--- src/rtl/microsequencer_param_if.sv ---
// rtl/microsequencer_param_if.sv - microstore/datapath bundle between control unit and sequencer
interface microsequencer_param_if #(
  parameter int AW      = 7,
  parameter int NCOND   = 4,
  parameter int CSEL_W  = 2,
  parameter int UWORD_W = 40
);
  localparam int CTRL_W = UWORD_W - 4 - CSEL_W - AW;

  logic [UWORD_W-1:0] uword;
  logic [AW-1:0]      decode_addr;
  logic [NCOND-1:0]   cond_in;
  logic               hold;
  logic [AW-1:0]      uaddr;
  logic [CTRL_W-1:0]  ctrl;
  logic [AW-1:0]      ctrl_addr;
  logic               stk_err;

  modport master (
    output uword, decode_addr, cond_in, hold,
    input  uaddr, ctrl, ctrl_addr, stk_err
  );

  modport slave (
    input  uword, decode_addr, cond_in, hold,
    output uaddr, ctrl, ctrl_addr, stk_err
  );
endinterface

--- src/rtl/microsequencer_param.sv ---
// rtl/microsequencer_param.sv - parametrised microprogram sequencer with registered control field
// Optional return-address stack enabled by defining MICRO_STACK_EN.
module microsequencer_param #(
  parameter int AW          = 7,
  parameter int NCOND       = 4,
  parameter int CSEL_W      = 2,
  parameter int UWORD_W     = 40,
  parameter int RESET_ADDR  = 0,
  parameter int FETCH_ADDR  = 1,
  parameter int STACK_DEPTH = 4
) (
  input  logic                  Clk,
  input  logic                  Clr,
  microsequencer_param_if.slave bus
);
  localparam int CTRL_W = UWORD_W - 4 - CSEL_W - AW;
  localparam int NSEL   = 2 ** CSEL_W;

  typedef enum logic [2:0] {
    OP_INC     = 3'd0,
    OP_JUMP    = 3'd1,
    OP_DECODE  = 3'd2,
    OP_CBR     = 3'd3,
    OP_WAIT    = 3'd4,
    OP_CALL    = 3'd5,
    OP_RET     = 3'd6,
    OP_RESTART = 3'd7
  } seq_op_t;

  logic [AW-1:0]     r_uaddr;
  logic [CTRL_W-1:0] r_ctrl;
  logic [AW-1:0]     r_ctrl_addr;

  seq_op_t           w_seq_op;
  logic              w_cond_inv;
  logic [CSEL_W-1:0] w_cond_sel;
  logic [AW-1:0]     w_target;
  logic [CTRL_W-1:0] w_ctrl_f;
  logic [NSEL-1:0]   w_cond_pad;
  logic              w_cond;
  logic [AW-1:0]     w_inc;
  logic [AW-1:0]     w_next;

  assign w_seq_op   = seq_op_t'(bus.uword[UWORD_W-1 -: 3]);
  assign w_cond_inv = bus.uword[UWORD_W-4];
  assign w_cond_sel = bus.uword[UWORD_W-5 -: CSEL_W];
  assign w_target   = bus.uword[CTRL_W +: AW];
  assign w_ctrl_f   = bus.uword[CTRL_W-1:0];

  // Selects beyond NCOND land on zero-filled padding, so they read as a false condition.
  always_comb begin
    w_cond_pad            = '0;
    w_cond_pad[NCOND-1:0] = bus.cond_in;
  end

  assign w_cond = w_cond_pad[w_cond_sel] ^ w_cond_inv;
  assign w_inc  = r_uaddr + AW'(1);

`ifdef MICRO_STACK_EN
  localparam int SP_W  = $clog2(STACK_DEPTH + 1);
  localparam int IDX_W = (STACK_DEPTH > 1) ? $clog2(STACK_DEPTH) : 1;

  logic [AW-1:0]   r_stack [0:(2**IDX_W)-1];
  logic [SP_W-1:0] r_sp;
  logic            r_stk_err;
  logic [SP_W-1:0] w_sp_m1;
  logic            w_full;
  logic            w_empty;
  logic            w_push;
  logic            w_pop;
  logic            w_err_set;

  assign w_full  = (r_sp == SP_W'(STACK_DEPTH));
  assign w_empty = (r_sp == '0);
  assign w_sp_m1 = r_sp - SP_W'(1);
`endif

  always_comb begin
    w_next = w_inc;
`ifdef MICRO_STACK_EN
    w_push    = 1'b0;
    w_pop     = 1'b0;
    w_err_set = 1'b0;
`endif
    case (w_seq_op)
      OP_INC:     w_next = w_inc;
      OP_JUMP:    w_next = w_target;
      OP_DECODE:  w_next = bus.decode_addr;
      OP_CBR:     w_next = w_cond ? w_target : w_inc;
      OP_WAIT:    w_next = w_cond ? w_inc : r_uaddr;
      OP_CALL: begin
        w_next = w_target;
`ifdef MICRO_STACK_EN
        if (w_full) w_err_set = 1'b1;
        else        w_push    = 1'b1;
`endif
      end
      OP_RET: begin
`ifdef MICRO_STACK_EN
        if (w_empty) begin
          w_next    = AW'(FETCH_ADDR);
          w_err_set = 1'b1;
        end else begin
          w_next = r_stack[w_sp_m1[IDX_W-1:0]];
          w_pop  = 1'b1;
        end
`else
        w_next = AW'(FETCH_ADDR);
`endif
      end
      default:    w_next = AW'(FETCH_ADDR);
    endcase
  end

  always_ff @(posedge Clk or negedge Clr) begin
    if (!Clr) begin
      r_uaddr     <= AW'(RESET_ADDR);
      r_ctrl      <= '0;
      r_ctrl_addr <= AW'(RESET_ADDR);
    end else if (!bus.hold) begin
      r_uaddr     <= w_next;
      r_ctrl      <= w_ctrl_f;
      r_ctrl_addr <= r_uaddr;
    end
  end

`ifdef MICRO_STACK_EN
  always_ff @(posedge Clk or negedge Clr) begin
    if (!Clr) begin
      r_sp      <= '0;
      r_stk_err <= 1'b0;
    end else if (!bus.hold) begin
      if (w_push)    r_sp      <= r_sp + SP_W'(1);
      if (w_pop)     r_sp      <= w_sp_m1;
      if (w_err_set) r_stk_err <= 1'b1;
    end
  end

  // Entries above the pointer are don't-care, so the storage itself needs no reset.
  always_ff @(posedge Clk) begin
    if (!bus.hold && w_push) r_stack[r_sp[IDX_W-1:0]] <= w_inc;
  end

  assign bus.stk_err = r_stk_err;
`else
  assign bus.stk_err = 1'b0;
`endif

  assign bus.uaddr     = r_uaddr;
  assign bus.ctrl      = r_ctrl;
  assign bus.ctrl_addr = r_ctrl_addr;
endmodule

--- src/flat_wrapper.sv ---
// flat-port wrapper written by rule: the top's interface ports become plain ports
module microsequencer_param_flat 
#(
  parameter int AW          = 7,
  parameter int NCOND       = 4,
  parameter int CSEL_W      = 2,
  parameter int UWORD_W     = 40,
  parameter int RESET_ADDR  = 0,
  parameter int FETCH_ADDR  = 1,
  parameter int STACK_DEPTH = 4
)
  (Clk, Clr, bus_uword, bus_decode_addr, bus_cond_in, bus_hold, bus_uaddr, bus_ctrl, bus_ctrl_addr, bus_stk_err);
  microsequencer_param_if #(.AW(AW), .NCOND(NCOND), .CSEL_W(CSEL_W), .UWORD_W(UWORD_W)) bus_i ();
  input  logic Clk;
  input  logic Clr;
  input wire logic [$bits(bus_i.uword)-1:0] bus_uword;
  input wire logic [$bits(bus_i.decode_addr)-1:0] bus_decode_addr;
  input wire logic [$bits(bus_i.cond_in)-1:0] bus_cond_in;
  input wire logic [$bits(bus_i.hold)-1:0] bus_hold;
  output wire logic [$bits(bus_i.uaddr)-1:0] bus_uaddr;
  output wire logic [$bits(bus_i.ctrl)-1:0] bus_ctrl;
  output wire logic [$bits(bus_i.ctrl_addr)-1:0] bus_ctrl_addr;
  output wire logic [$bits(bus_i.stk_err)-1:0] bus_stk_err;
  assign bus_i.uword = bus_uword;
  assign bus_i.decode_addr = bus_decode_addr;
  assign bus_i.cond_in = bus_cond_in;
  assign bus_i.hold = bus_hold;
  assign bus_uaddr = bus_i.uaddr;
  assign bus_ctrl = bus_i.ctrl;
  assign bus_ctrl_addr = bus_i.ctrl_addr;
  assign bus_stk_err = bus_i.stk_err;
  microsequencer_param #(.AW(AW), .NCOND(NCOND), .CSEL_W(CSEL_W), .UWORD_W(UWORD_W), .RESET_ADDR(RESET_ADDR), .FETCH_ADDR(FETCH_ADDR), .STACK_DEPTH(STACK_DEPTH)) u_core (.Clk(Clk), .Clr(Clr), .bus(bus_i));
endmodule
--- config.mk ---
export PLATFORM = sky130hd
export DESIGN_NAME = microsequencer_param_flat
export DESIGN_NICKNAME = d
export VERILOG_FILES = /design/src/rtl/microsequencer_param_if.sv /design/src/rtl/microsequencer_param.sv /design/src/flat_wrapper.sv
export SDC_FILE = /design/constraint.sdc
export NUM_CORES = 1
export LEC_CHECK = 0
export CAP_MARGIN = 15
export CORE_ASPECT_RATIO = 1.2
export CORE_MARGIN = 2
export CORE_UTILIZATION = 40
export DETAILED_ROUTE_END_ITERATION = 12
export PLACE_DENSITY = 0.84
export SYNTH_ARGS = -nofsm -noshare
export SYNTH_HDL_FRONTEND = slang
export SYNTH_SLANG_ARGS = --single-unit
export TNS_END_PERCENT = 100
--- constraint.sdc ---
create_clock -name Clk -period 1.9 [get_ports Clk]
set_clock_uncertainty 0.1 [all_clocks]
set_input_delay 0.38 -clock Clk [delete_from_list [all_inputs] [get_ports Clk]]
set_output_delay 0.38 -clock Clk [all_outputs]
set_load 0.02 [all_outputs]
* Word-level counts from Yosys, hierarchy flattened
Cells that the tools add are included.
Storage, ports and cells: bits in registers 41, bits in latches 0, RAM bits 0, memory bits (read-only) 0, bits of input ports 54, output and inout bits 42, logic and storage cells 21, memories kept 0
Operators by class: add/sub/neg operators 1, multiply operators 0, divide/modulo/power cells 0, $lt $le $gt $ge 1, eq/ne operators 6, shifts and indexed selects 0, mux-type cells 5, bitwise operators 2, reduce and logical (&&, ||, !) cells 3
Operator list (count):
- one-hot mux 7 bit (5 select lines) | 1
- two-way mux 7 bit | 2
- adder 7 x 1 -> 7 bit (second input constant) | 1
- == test 3 x 2 -> 1 bit (second input constant) | 2
- == test 3 bit (second input constant) | 2
- == test 3 x 1 -> 1 bit (second input constant) | 1
- logical NOT 3 bit | 1
- < comparator 2 x 3 -> 1 bit (second input constant) | 1
- binary-select mux 1 bit (select 2 bit) | 1
- inequality test 2 x 1 -> 1 bit (second input constant) | 1
- AND reduction 2 bit | 1
- OR reduction 2 bit | 1
- two-way mux 1 bit | 1
- NOT 1 bit | 1
- bitwise XOR 1 bit | 1

* Longest topological paths before layout
word-level depth 5, depth in mapped cells 6, mapped depth without buffers 6

* Worst setup path after synthesis
No wires, ideal clock.
kind input port to flip-flop, start input port bus_uword[34], end register u_core.r_uaddr[0], in the netlist u_core.bus.uaddr[0], library setup time 0.130 ns, arrival 1.733 ns, data required time 1.670 ns, setup slack -0.063 ns, stages 5, buffers on the path 0, cell sequence mux4_2 xor2_2 nor2_2 a221o_1 a2bb2oi_1
On the way: word-level cells in the longest chain between the ends 5, elaborated cells on any way between the ends 7, classes of those cells eq/ne (1); mux (4); bitwise (1); reduce/logical (1)
RTL lines:
- from (decl) | RTL line flat_wrapper.sv:16 | input wire logic [$bits(bus_i.uword)-1:0] bus_uword;
- binary-select mux 1 bit (select 2 bit) (*) | RTL line microsequencer_param.sv:56 | assign w_cond = w_cond_pad[w_cond_sel] ^ w_cond_inv;
- two-way mux 1 bit (not written as such) (*) | RTL line microsequencer_param.sv:56
- bitwise XOR 1 bit (*) | RTL line microsequencer_param.sv:56
- two-way mux 7 bit or inequality test 2 x 1 -> 1 bit (tied branches)
- one-hot mux 7 bit (5 select lines) or AND reduction 2 bit (tied branches)
- to (signal assigned) | RTL line microsequencer_param.sv:117 | r_uaddr <= AW'(RESET_ADDR);
- to (signal assigned) | RTL line microsequencer_param.sv:121 | r_uaddr <= w_next;
- to (decl) | RTL line microsequencer_param.sv:30 | logic [AW-1:0] r_uaddr;
Mark *: on every way between the ends. The rest lies on a longest branch, timed or not. The select of a mux whose other input is x is not followed. A chain may end at the register's enable or synchronous reset.

* Final worst setup path
start input port bus_cond_in[3], end register u_core.r_uaddr[2], in the netlist u_core.bus.uaddr[2]
On the way: word-level cells in the longest chain between the ends 5, elaborated cells on any way between the ends 7, classes of those cells eq/ne (1); mux (4); bitwise (1); reduce/logical (1)
RTL lines:
- from (decl) | RTL line flat_wrapper.sv:18 | input wire logic [$bits(bus_i.cond_in)-1:0] bus_cond_in;
- binary-select mux 1 bit (select 2 bit) (*) | RTL line microsequencer_param.sv:56
- two-way mux 1 bit (not written as such) (*) | RTL line microsequencer_param.sv:56
- bitwise XOR 1 bit (*) | RTL line microsequencer_param.sv:56
- two-way mux 7 bit or inequality test 2 x 1 -> 1 bit (tied branches)
- one-hot mux 7 bit (5 select lines) or AND reduction 2 bit (tied branches)
Marked as above.

==> results.py <==
metrics = {
    "finish": {
        "multi_input_area_um2": 842.1,
        "finalNetCount": 323,
        "register_area_um2": 1026,
        "area_growth_pct": 63.47,
        "final_util": 0.6825,
        "antenna-diode-count": 0,
        "drive_gt1_frac": 0.2491,
        "n_fill_cell": 365,
        "design_area_um2": 3136,
        "layout_common_cells": "82 x clkdlybuf4s50_1, 41 x dfrtp_1, 30 x mux2_2, 14 x nand2_1, 13 x buf_4",
        "layout_commonest_cell": "clkdlybuf4s50_1",
    },
    "job": {
        "maxCapViolCount": 0,
    },
    "floorplan": {
        "die_y_um": 79.86,
        "dieArea_um2": 5367,
        "core-area_um2": 4594,
        "start_util": 0.4175,
        "die-width_um": 67.22,
        "fp-row-count": 27,
        "num_io_pins": 96,
    },
    "detailed_routing": {
        "wl_per_cell_um": 14.37,
        "drc": 0,
        "wl_met1_um": 1865,
        "top_layer_used": "met4",
        "vias": 1675,
        "met3_length_um": 440,
        "drt_iter0_drc": 120,
        "wl_um": 4699,
        "met2_length_um": 2326,
        "antenna_left": 0,
        "post_drt_via_cell_ratio": 5.122,
        "drt_pass1_iterations": 6,
    },
    "outcome": {
        "status": "completed",
    },
    "setup_path": {
        "start_kind": "input port",
        "crit_required_ns": 1.97,
        "critical_path_class": "input port to flip-flop",
        "crit_buf_inv": 1,
        "crit_family": "compound AO/OA/AOI/OAI gates",
        "crit_path_max_fanout": 7,
        "crit_chain": "buf_2 > mux4_2 > xnor2_4 > o22ai_4 > a222oi_1 > o21ai_1",
        "cp-end-kind": "flip-flop",
        "slowest_delay_ns": 0.58,
        "crit_slowest_cell": "mux4_2",
        "cp.arrival_ns": 1.89,
    },
    "placement": {
        "pre_cts_ws_ns": -0.6649,
        "io_buffers": 94,
        "place.gp.congestion": 0.8582,
        "dp_hpwl_um": 3700,
        "postPlaceCellArea_um2": 3008,
    },
    "cts": {
        "clk_path_buf_depth": 2,
        "root_buffer": "clkbuf_8",
        "htree_levels": 2,
        "cts_tree": "done",
        "clock_latency_ns": 0.29,
        "clock-sinks": 41,
        "cts_buffers": 5,
        "clk_pin_slew_ns": 0.08,
    },
    "sta": {
        "timing.slew.headroom": 0.6649,
        "fin_tns_setup_ns": 0,
        "finalMaxSlewViolations": 0,
        "setup_viol": 0,
        "tightest_slew_ns": 0.5027,
        "fin_crit_ns": 1.827,
        "fmaxAchievable_mhz": 547.3,
        "finalCritPeriodShare": 0.9617,
        "setup_slack_ns": 0.07282,
        "final_hold_viol_count": 0,
        "rsz0062_at_grt": "false",
    },
    "synth": {
        "yosys_warnings": 0,
        "syn_nets": 215,
        "synth_top_cell_by_area": "dfrtp_1",
        "netlist.area_leader.share": 0.5349,
        "synth_seq_cells": 41,
        "synthesis.area_um2": 1918,
        "netlist_instances": 160,
        "seq_area_frac_synth": 0.5349,
        "ys_types": 39,
        "syn_avg_cell_area_um2": 11.99,
        "synthTopCellsByArea": "dfrtp_1 53%, mux2_2 18%, nand2_1 2.7%",
    },
    "global_routing": {
        "grt_pass1_vias": 1655,
        "antenna_found_initial": 0,
        "grt_pass1_wl_um": 7624,
        "gr-total-overflow": 0,
        "grt_max_degree": 42,
        "track_usage": 0.1886,
    },
    "pwr": {
        "power_density_nw_per_um2": 827.4,
        "power.leakage_nw": 1.349,
        "totalPowerFinal_mw": 2.594,
        "ir_worst_vdd_mv": 0.3601,
    },
    "worst_hold_path": {
        "hold_path.class": "input port to asynchronous set/reset pin",
    },
}
## state kept, by name, indices dropped and copies added (netlist names)
register              cells
u_core.bus.ctrl          27
u_core.bus.ctrl_addr      7
u_core.bus.uaddr          7
## cell families (layout without fill, tap and decap cells)
| group | count (synthesis) | after routing | synth area share |
|---|---|---|---|
| buffers and inverters | 15 | 124 | 0.03196 |
| and+or+nand+nor | 31 | 31 | 0.07242 |
| xor gates and xnor gates | 3 | 3 | 0.02740 |
| adders and majority gates | 1 | 1 | 0.006522 |
| DFF | 41 | 41 | 0.5349 |
| other | 1 | 1 | 0.001955 |
| AOI/OAI and AO/OA | 37 | 37 | 0.1370 |
| muxes | 31 | 31 | 0.1879 |
## path summary, 6_finish.rpt
check                                              from                 endpoint  slack [ns]  depth (start not counted)
min in group Clk                               bus_hold  u_core.bus.ctrl_addr[0]        0.38                          3
worst min register to register  u_core.bus.ctrl_addr[0]  u_core.bus.ctrl_addr[0]        0.39                          2
worst max register to register      u_core.bus.uaddr[2]      u_core.bus.uaddr[5]        0.20                          5
worst min-delay path                                Clr      u_core.bus.ctrl[23]        0.03                          2
max in group asynchronous                           Clr       u_core.bus.ctrl[8]        1.31                          2
worst max-delay path                     bus_cond_in[3]      u_core.bus.uaddr[2]        0.07                          6
## metrics by stage
| step | hold WS (ns) | std cells |
|---|---|---|
| 2_1_floorplan | -0.01559 | 160 |
| 3_3_place_gp | 0.3655 | 319 |
| 3_5_place_dp | 0.3663 | 319 |
| 4_1_cts | 0.04294 | 327 |
| 5_1_grt | 0.07584 | 327 |
| 6_report | 0.02992 | 327 |
## timing repair
| item | 4_1_cts | 5_1_grt |
|---|---|---|
| gates resized for setup | 17 | 6 |
| hold buffers | 0 | 0 |
| buffers inserted | 0 | 0 |
| endpoints found under the setup margin | 9 | 8 |
| pin swaps | 5 | 4 |
## worst register-to-register path, cell delays in order (launching register included)
cell and delay [ns]:
dfrtp_1 0.46, nand3_1 0.20, or2_2 0.37, o31ai_1 0.21, a222oi_1 0.13, o22ai_1 0.16
## power breakdown
| part | switching (mW) | internal, mW |
|---|---|---|
| logic | 0.338 | 0.402 |
| clock network | 0.287 | 0.522 |
| registers | 0.0706 | 0.975 |
## synthesized netlist by cell type
cell,count
nand2b_1,1
a221o_1,1
o22ai_1,5
or3_1,1
o22ai_4,1
a2bb2oi_1,1
a21oi_1,6
and3_1,1
nand2_1,14
a222oi_1,3
mux4_2,1
o21ai_1,2
nor2_1,6
a22oi_1,1
buf_1,3
o31ai_1,1
clkbuf_1,2
a31oi_1,1
o21ai_0,8
o21ai_2,2
nand3_1,4
ha_1,1
a21o_1,1
nor2_2,1
a32o_1,1
o221ai_1,1
conb_1,1
nand4_1,1
dfrtp_1,41
xor2_2,1
mux2_2,30
inv_1,8
xnor2_1,1
xnor2_4,1
buf_4,1
buf_2,1
a221oi_1,2
nor2b_1,1
or2_2,1
## metal layers
| metal | GRT usage | vias to the layer above |
|---|---|---|
| met2 | 0.3119 | 90 |
| li1 | - | 793 |
| met5 | 0 | - |
| met1 | 0.2295 | 787 |
| met3 | 0.04937 | 5 |
| met4 | 0.07959 | 0 |
## layout make-up
| cell class | count | area share |
|---|---|---|
| multi-input cells | 104 | 0.2686 |
| inverters | 8 | 0.009577 |
| repair buffers | 108 | 0.3288 |
| flip-flops and latches | 41 | 0.3272 |
| well taps | 58 | 0.02314 |
| clock buffers | 5 | 0.02195 |
| clock inverters | 3 | 0.02075 |
Note: power is estimated with default switching activity, not from simulation.
==> RTL edit 1 (same settings) <==
Add a define of `MICRO_STACK_EN`.
--- a/src/rtl/microsequencer_param.sv
+++ b/src/rtl/microsequencer_param.sv
@@ -1,5 +1,7 @@
 // rtl/microsequencer_param.sv - parametrised microprogram sequencer with registered control field
 // Optional return-address stack enabled by defining MICRO_STACK_EN.
+`define MICRO_STACK_EN
+
 module microsequencer_param #(
   parameter int AW          = 7,
   parameter int NCOND       = 4,
Function: changed (a bounded check fails within 4 cycles, from zero or initial values).
==> RTL edit 1 against the unedited design <==
The flow now finishes with violations (negative setup slack); setup slack lost 150 ps; synthesized area increased by 70%; total power grew 100%; critical path depth stayed put; utilization down 5.3 points; routed wire length up 110%; cell area rose by 61%; sequential cell count grew 32; critical endpoint is now u_core.bus.uaddr[5]; largest cell class is now flip-flops and latches.
==> RTL edit 1: results (changes against the unedited design) <==
** Placed design
- HPWL after detailed placement :: 6.54 mm (+77%)
- IO Port Bufs :: 95 (+1.1%)
- The weighted congestion at the end of routability-driven global placement was 0.961 (+12%).

** STA
- Worst path setup slack after routing :: -81.0 ps (-154 ps)
- The minimum hold slack came to 396 ps (+366 ps).
- The total setup violations reported at the end of the flow came to 6 (+6).
- The setup total negative slack was -306 ps (-306 ps).
- Headroom to the max-slew limit :: 62.0% (-4.5 points)

** Cells and area
- The final-stage net count came to 437 (+35%).
- # fillers :: 583 (+60%)
- Number of flip-flops under the largest register name :: 28 (+3.7%)
- The layout cell share with drive strength beyond 1 is 35.6% (+11 points).

** Logic synthesis
- The most used flip-flop cell after synthesis is dfrtp_1.
- The share of synthesized area occupied by flip-flops and latches is 60.4% (+6.9 points).
- Number of flops mapped to enable cells by yosys :: 28 (+28)
- Synth area leaders :: dfrtp_1, edfxtp_1, mux2_2
- The share of async-settable or async-resettable flops after synthesis is 61.6% (-38 points).
- The net count after synthesis was 296 (+38%).
- In the synthesized netlist, the cells that appear most often are dfrtp_1, mux2_2, edfxtp_1, nand2_1, o21ai_0.

** CTS
- The number of buffers created by CTS is 9 (+4).
- The latest clock arrival within the worst-skew pair came to 340 ps (+50 ps).
- The number of H-tree levels came to 3 (+1).

** Routing
- Detailed router's first-iteration violation count :: 250 (+110%)
- First drt pass iteration count :: 5 (-1)
- The average routed wire per standard cell is 20.2 um (+41%).
- Vias post-DR :: 2733 (+63%)

** Setup path
- Worst r2r path cells :: 8 (+3)
- Largest fanout on the critical path :: 4 (-3)
- The endpoint identified for the worst register-to-register timing path is u_core.bus.uaddr[1].
- RR Startpoint :: u_core.r_sp[0]
- The arrival time at the worst endpoint was 2080 ps (+190 ps).

** Worst hold path
- Worst min path class :: reg2reg

** Global route
- Via count of the first global-routing pass :: 2914 (+76%)
- Largest net degree at the start of global routing :: 34 (-19%)
- Global-route wire length before repair :: 14.6 mm (+92%)

** Power and ir drop
- The net switching power of the design came to 1720 uW (+150%).
- The leakage power is 0.00205 uW (+52%).
- The peak ir drop on the vdd network came to 652 uV (+81%).

** Run status
- The run finished, with violations left.
- Violated checks :: negative setup slack

** Flow run
- Reported max-cap violation count :: 0 (unchanged)
==> RTL edit 1: changes by cell type after synthesis, sizes merged, moves of 4 or more <==
cell and delta:
ha +5, edfxtp +28, clkbuf +4, mux4 +7, dfrtp +4, nand2 +5
and2 +4
==> RTL edit 1: area by class of cell <==
cell class | count | area share (%)
sequential | 73 | 39.0
multi-input combinational | 145 | 27.9
timing repair buffer | 141 | 26.5
clock buffer | 14 | 3.42
tap | 95 | 2.35
inverter | 7 | 0.570
clock inverter | 2 | 0.248
==> RTL edit 1: worst max path at each step <==
stage | startpoint | end | cells past startpoint | slack (ps)
2_1_floorplan | u_core.r_sp[0] | u_core.bus.uaddr[2] | 9 | -100
3_3_place_gp | bus_uword[34] | u_core.bus.uaddr[6] | 6 | -600
3_5_place_dp | bus_uword[34] | u_core.bus.uaddr[2] | 6 | -730
4_1_cts | u_core.r_sp[0] | u_core.bus.uaddr[2] | 6 | -50
5_1_grt | u_core.r_sp[0] | u_core.bus.uaddr[1] | 8 | -140
6_report | bus_uword[34] | u_core.bus.uaddr[5] | 6 | -80
==> RTL edit 1: power groups by stage <==
stage / sequential [uW] / combinational (uW) / clock (uW)
after floorplan: 2200 / 828 / 0
after global placement: 2020 / 1780 / 0
after detailed placement: 2030 / 1810 / 0
after CTS: 2010 / 2000 / 1150
after global routing: 2040 / 2260 / 1230
final: 2010 / 2140 / 1140
==> RTL edit 1: worst max-delay path, stage by stage <==
cell and delay, ps:
clkdlybuf4s15_1 180, mux4_2 630, xnor2_4 310, nor2_4 110
a221oi_2 310, o21ai_0 160
==> RTL edit 1: stage by stage <==
step,area (um2),cells,util (%),setup slack (ps)
detailed placement,4620,453,57.6,-729
CTS,4940,473,61.7,-54.2
global placement,4620,453,57.6,-602
global route,5050,477,63.0,-138
floorplan,3300,236,-,-103
finish,5050,477,63.0,-81.0
==> RTL edit 1: cell families (layout without fill, tap and decap cells) <==
| logic type | Yosys count | after routing | synth area share (%) |
|---|---|---|---|
| flops | 73 | 73 | 60.4 |
| fa+ha+maj | 6 | 6 | 2.30 |
| mux | 42 | 42 | 17.2 |
| xor+xnor | 8 | 8 | 2.15 |
| simple gates | 47 | 47 | 7.03 |
| buf+inv | 18 | 164 | 2.11 |
| compound gates | 42 | 42 | 8.76 |
==> RTL edit 1: repair_timing <==
item / CTS / global route
hold endpoints to repair: 22 / 0
setup buffers: 3 / 4
pin swaps: 4 / 4
gates resized for setup: 35 / 24
setup endpoints to repair: 42 / 11
hold buffers: 1 / 0
gates cloned: 0 / 0
==> RTL edit 1: layer usage <==
layer  track usage, %  wire length [um]  up-vias
met2             36.4              4800      180
met3             7.45               950       41
met1             25.6              3560     1351
met4             12.0               330        0
li1                 -                 -     1161
met5                0                 0        -
==> RTL edit 2 (same settings) <==
Made on the original files. `AW` is set to 7 in 3 places; all go to 8.
--- a/src/rtl/microsequencer_param_if.sv
+++ b/src/rtl/microsequencer_param_if.sv
@@ -1,6 +1,6 @@
 // rtl/microsequencer_param_if.sv - microstore/datapath bundle between control unit and sequencer
 interface microsequencer_param_if #(
-  parameter int AW      = 7,
+  parameter int AW      = 8,
   parameter int NCOND   = 4,
   parameter int CSEL_W  = 2,
   parameter int UWORD_W = 40
--- a/src/rtl/microsequencer_param.sv
+++ b/src/rtl/microsequencer_param.sv
@@ -1,7 +1,7 @@
 // rtl/microsequencer_param.sv - parametrised microprogram sequencer with registered control field
 // Optional return-address stack enabled by defining MICRO_STACK_EN.
 module microsequencer_param #(
-  parameter int AW          = 7,
+  parameter int AW          = 8,
   parameter int NCOND       = 4,
   parameter int CSEL_W      = 2,
   parameter int UWORD_W     = 40,
--- a/src/flat_wrapper.sv
+++ b/src/flat_wrapper.sv
@@ -1,7 +1,7 @@
 // flat-port wrapper written by rule: the top's interface ports become plain ports
 module microsequencer_param_flat 
 #(
-  parameter int AW          = 7,
+  parameter int AW          = 8,
   parameter int NCOND       = 4,
   parameter int CSEL_W      = 2,
   parameter int UWORD_W     = 40,
Interface: changed (resized bus_ctrl, bus_ctrl_addr, bus_decode_addr and bus_uaddr); port bits go from 96 to 98. No check against the original RTL was run, so the function may have changed too.
==> RTL edit 2 against the unedited design <==
Setup slack worse by 92 ps; routed wire length is 21% higher; highest routed layer unchanged; fmax is 4.8% lower; the run now ends with negative setup slack left; sequential cell count is 1 higher; largest cell class unchanged; cell area is 6.6% higher; via count is 11% higher; utilization is 1.0 points lower; die area is 7.6% higher; synthesized area is 8.0% higher; count of clock-buffer cells in the layout stayed put; hold slack better by 360 ps; critical path depth stayed put; total power is 3.3% lower; critical path type unchanged.
==> RTL edit 2: results (changes against the unedited design) <==
** Placed design
- Area after DPL :: 3220 um2 (+6.9%)
- RePlAce Congestion :: 0.852 (-0.78%)
- The number of cells after detailed placement was 340 (+6.6%).
- The HPWL after detailed placement is 4.28 mm (+16%).
- The worst slack at placement is -752 ps (-87.3 ps).
- IO Port Bufs :: 96 (+2.1%)

** Setup path
- Reg-to-reg endpoint :: u_core.bus.uaddr[6]
- The largest fanout of any net on the critical path is 5 (-2).
- Setup slack of the worst register-to-register path :: 110 ps (-90 ps)
- The longest individual stage delay on the worst path came to 550 ps (-30 ps).
- RR Startpoint :: u_core.bus.uaddr[0]
- Among all stages on the critical path, the largest delay is contributed by mux4_2.
- Arrival time at the worst endpoint :: 2000 ps (+110 ps)

** Global route
- The via count of the first global-routing pass is 2082 (+26%).
- Largest net degree at the start of global routing :: 43 (+2.4%)
- The global router's overall resource usage came to 20.4% (+1.6 points).
- The wire length of the first global-routing pass came to 9.49 mm (+25%).
- Number of antenna violations at the first check in global routing :: 0 (unchanged)

** Run status
- The final reports fail on negative setup slack.
- Result of the run :: finished with violations

** Cells and area
- Number of nets in the layout :: 345 (+6.8%)
- The number of flip-flops under the largest register name is 26 (-3.7%).
- Number of inserted diodes :: 0 (unchanged)
- Post-Layout Cell Count :: 350 (+7.0%)
- The layout filler cell count was 400 (+9.6%).
- The layout cell share with drive strength beyond 1 is 26.9% (+2.0 points).

** Power and ir drop
- Leakage power total :: 0.00142 uW (+5.1%)
- The peak ir drop on the vdd network was 522 uV (+45%).

** Routing
- Wire length after detailed routing :: 5.68 mm (+21%)
- Post-detailed-route via-to-cell ratio :: 5.32 (+3.9%)
- Detailed router's first-iteration violation count :: 114 (-5.0%)
- The number of iterations in the first detailed-routing pass is 4 (-2).

** Logic synthesis
- Number of distinct library cells after synthesis :: 41 (+5.1%)
- Synth area leaders :: dfrtp_1, mux2_2, o21ai_0
- Share of synthesized area occupied by flip-flops and latches :: 50.7% (-2.8 points)
- Number of instances in the synthesized netlist :: 175 (+9.4%)
- Commonest cells post-synth :: dfrtp_1, mux2_2, o21ai_0, nor2_1, nand2_1
- XOR/XNOR share of the synthesized area :: 1.21% (-1.5 points)
- Synth Area in Compound Gates :: 15.2% (+1.5 points)
- The net count after synthesis is 231 (+7.4%).
- The proportion of synthesized area in mux cells came to 19.9% (+1.1 points).

** Worst hold path
- The worst hold path passes through 3 cells.
- Worst min path class :: in2reg
- The path with the worst hold slack has its endpoint at u_core.bus.ctrl_addr[6].

** STA
- Final-report setup violation count :: 1 (+1)
- The final worst-path setup slack is -19.6 ps (-92.4 ps).
- The minimum hold slack came to 387 ps (+357 ps).
==> RTL edit 2: cell types whose count changed in the layout (fill, tap and decap cells not counted), sizes merged, moves of 4 or more <==
| cell | unedited run | this run |
|---|---|---|
| buf | 18 | 26 |
| o22ai | 6 | 2 |
| and2 | 0 | 4 |
| nor2b | 1 | 6 |
| nand2 | 14 | 9 |
==> RTL edit 2: cell families (layout without fill, tap and decap cells) <==
| logic type | count (synthesis) | count (layout) |
|---|---|---|
| other | 1 | 1 |
| XOR/XNOR | 2 | 2 |
| AND/OR/NAND/NOR | 39 | 39 |
| flip-flops | 42 | 42 |
| buffers and inverters | 13 | 128 |
| multiplexers | 36 | 36 |
| adder cells (fa/ha/maj) | 1 | 1 |
| AO/OA/AOI/OAI | 41 | 41 |
==> RTL edit 2: layer usage <==
metal	up-vias	track usage, %	wire length, um
met3	15	4.98	366
li1	869	-	-
met1	904	21.8	2130
met4	0	9.27	168
met5	-	0	0
met2	75	37.6	3020
==> RTL edit 2: worst max-delay path by stage <==
stage | from | to | slack, ps | cells past startpoint
5_1_grt | bus_uword[34] | u_core.bus.uaddr[2] | -30 | 6
2_1_floorplan | bus_uword[34] | u_core.bus.uaddr[3] | -110 | 5
3_5_place_dp | bus_uword[34] | u_core.bus.uaddr[3] | -750 | 7
4_1_cts | u_core.bus.uaddr[5] | bus_uaddr[5] | 1 | 1
6_report | bus_uword[34] | u_core.bus.uaddr[2] | -20 | 6
3_3_place_gp | bus_uword[34] | u_core.bus.uaddr[3] | -700 | 7
==> RTL edit 2: layout make-up <==
cell class                      instances  area, um2  area share (%)
Multi-Input combinational cell        120       1000            29.9
Tap cell                               60       75.1            2.25
Clock buffer                            5       68.8            2.06
Sequential cell                        42       1050            31.5
Clock inverter                          3       23.8           0.711
Timing Repair Buffer                  116       1110            33.1
Inverter                                4       15.0           0.449
==> RTL edit 2: stage by stage <==
step                setup TNS, ps  util (%)
floorplan                    -583         -
global placement            -5190      64.7
detailed placement          -5570      64.7
CTS                             0      66.7
global route                -29.0      67.2
finish                      -19.6      67.2
==> RTL edit 2: report_power, final <==
group | switching (uW) | total (uW) | internal, uW | leakage [uW]
combinational | 376 | 829 | 453 | 0.000868
sequential | 77.8 | 1080 | 1000 | 0.000509
clock | 337 | 600 | 263 | 0.0000408
total | 790 | 2510 | 1720 | 0.00142
==> RTL edit 2: what timing repair did <==
action,4_1_cts,5_1_grt
hold buffers,1,0
cloned,0,1
setup endpoints to repair,10,8
gates resized for setup,22,9
pin swaps,4,3
hold endpoints to repair,42,0
==> RTL edit 2: worst max-delay path, delay by kind of cell <==
| family | cells | cell delay, ps |
|---|---|---|
| multiplexers | 2 | 890 |
| XOR/XNOR | 1 | 270 |
| buffers and inverters | 1 | 70 |
| AO/OA/AOI/OAI | 2 | 390 |
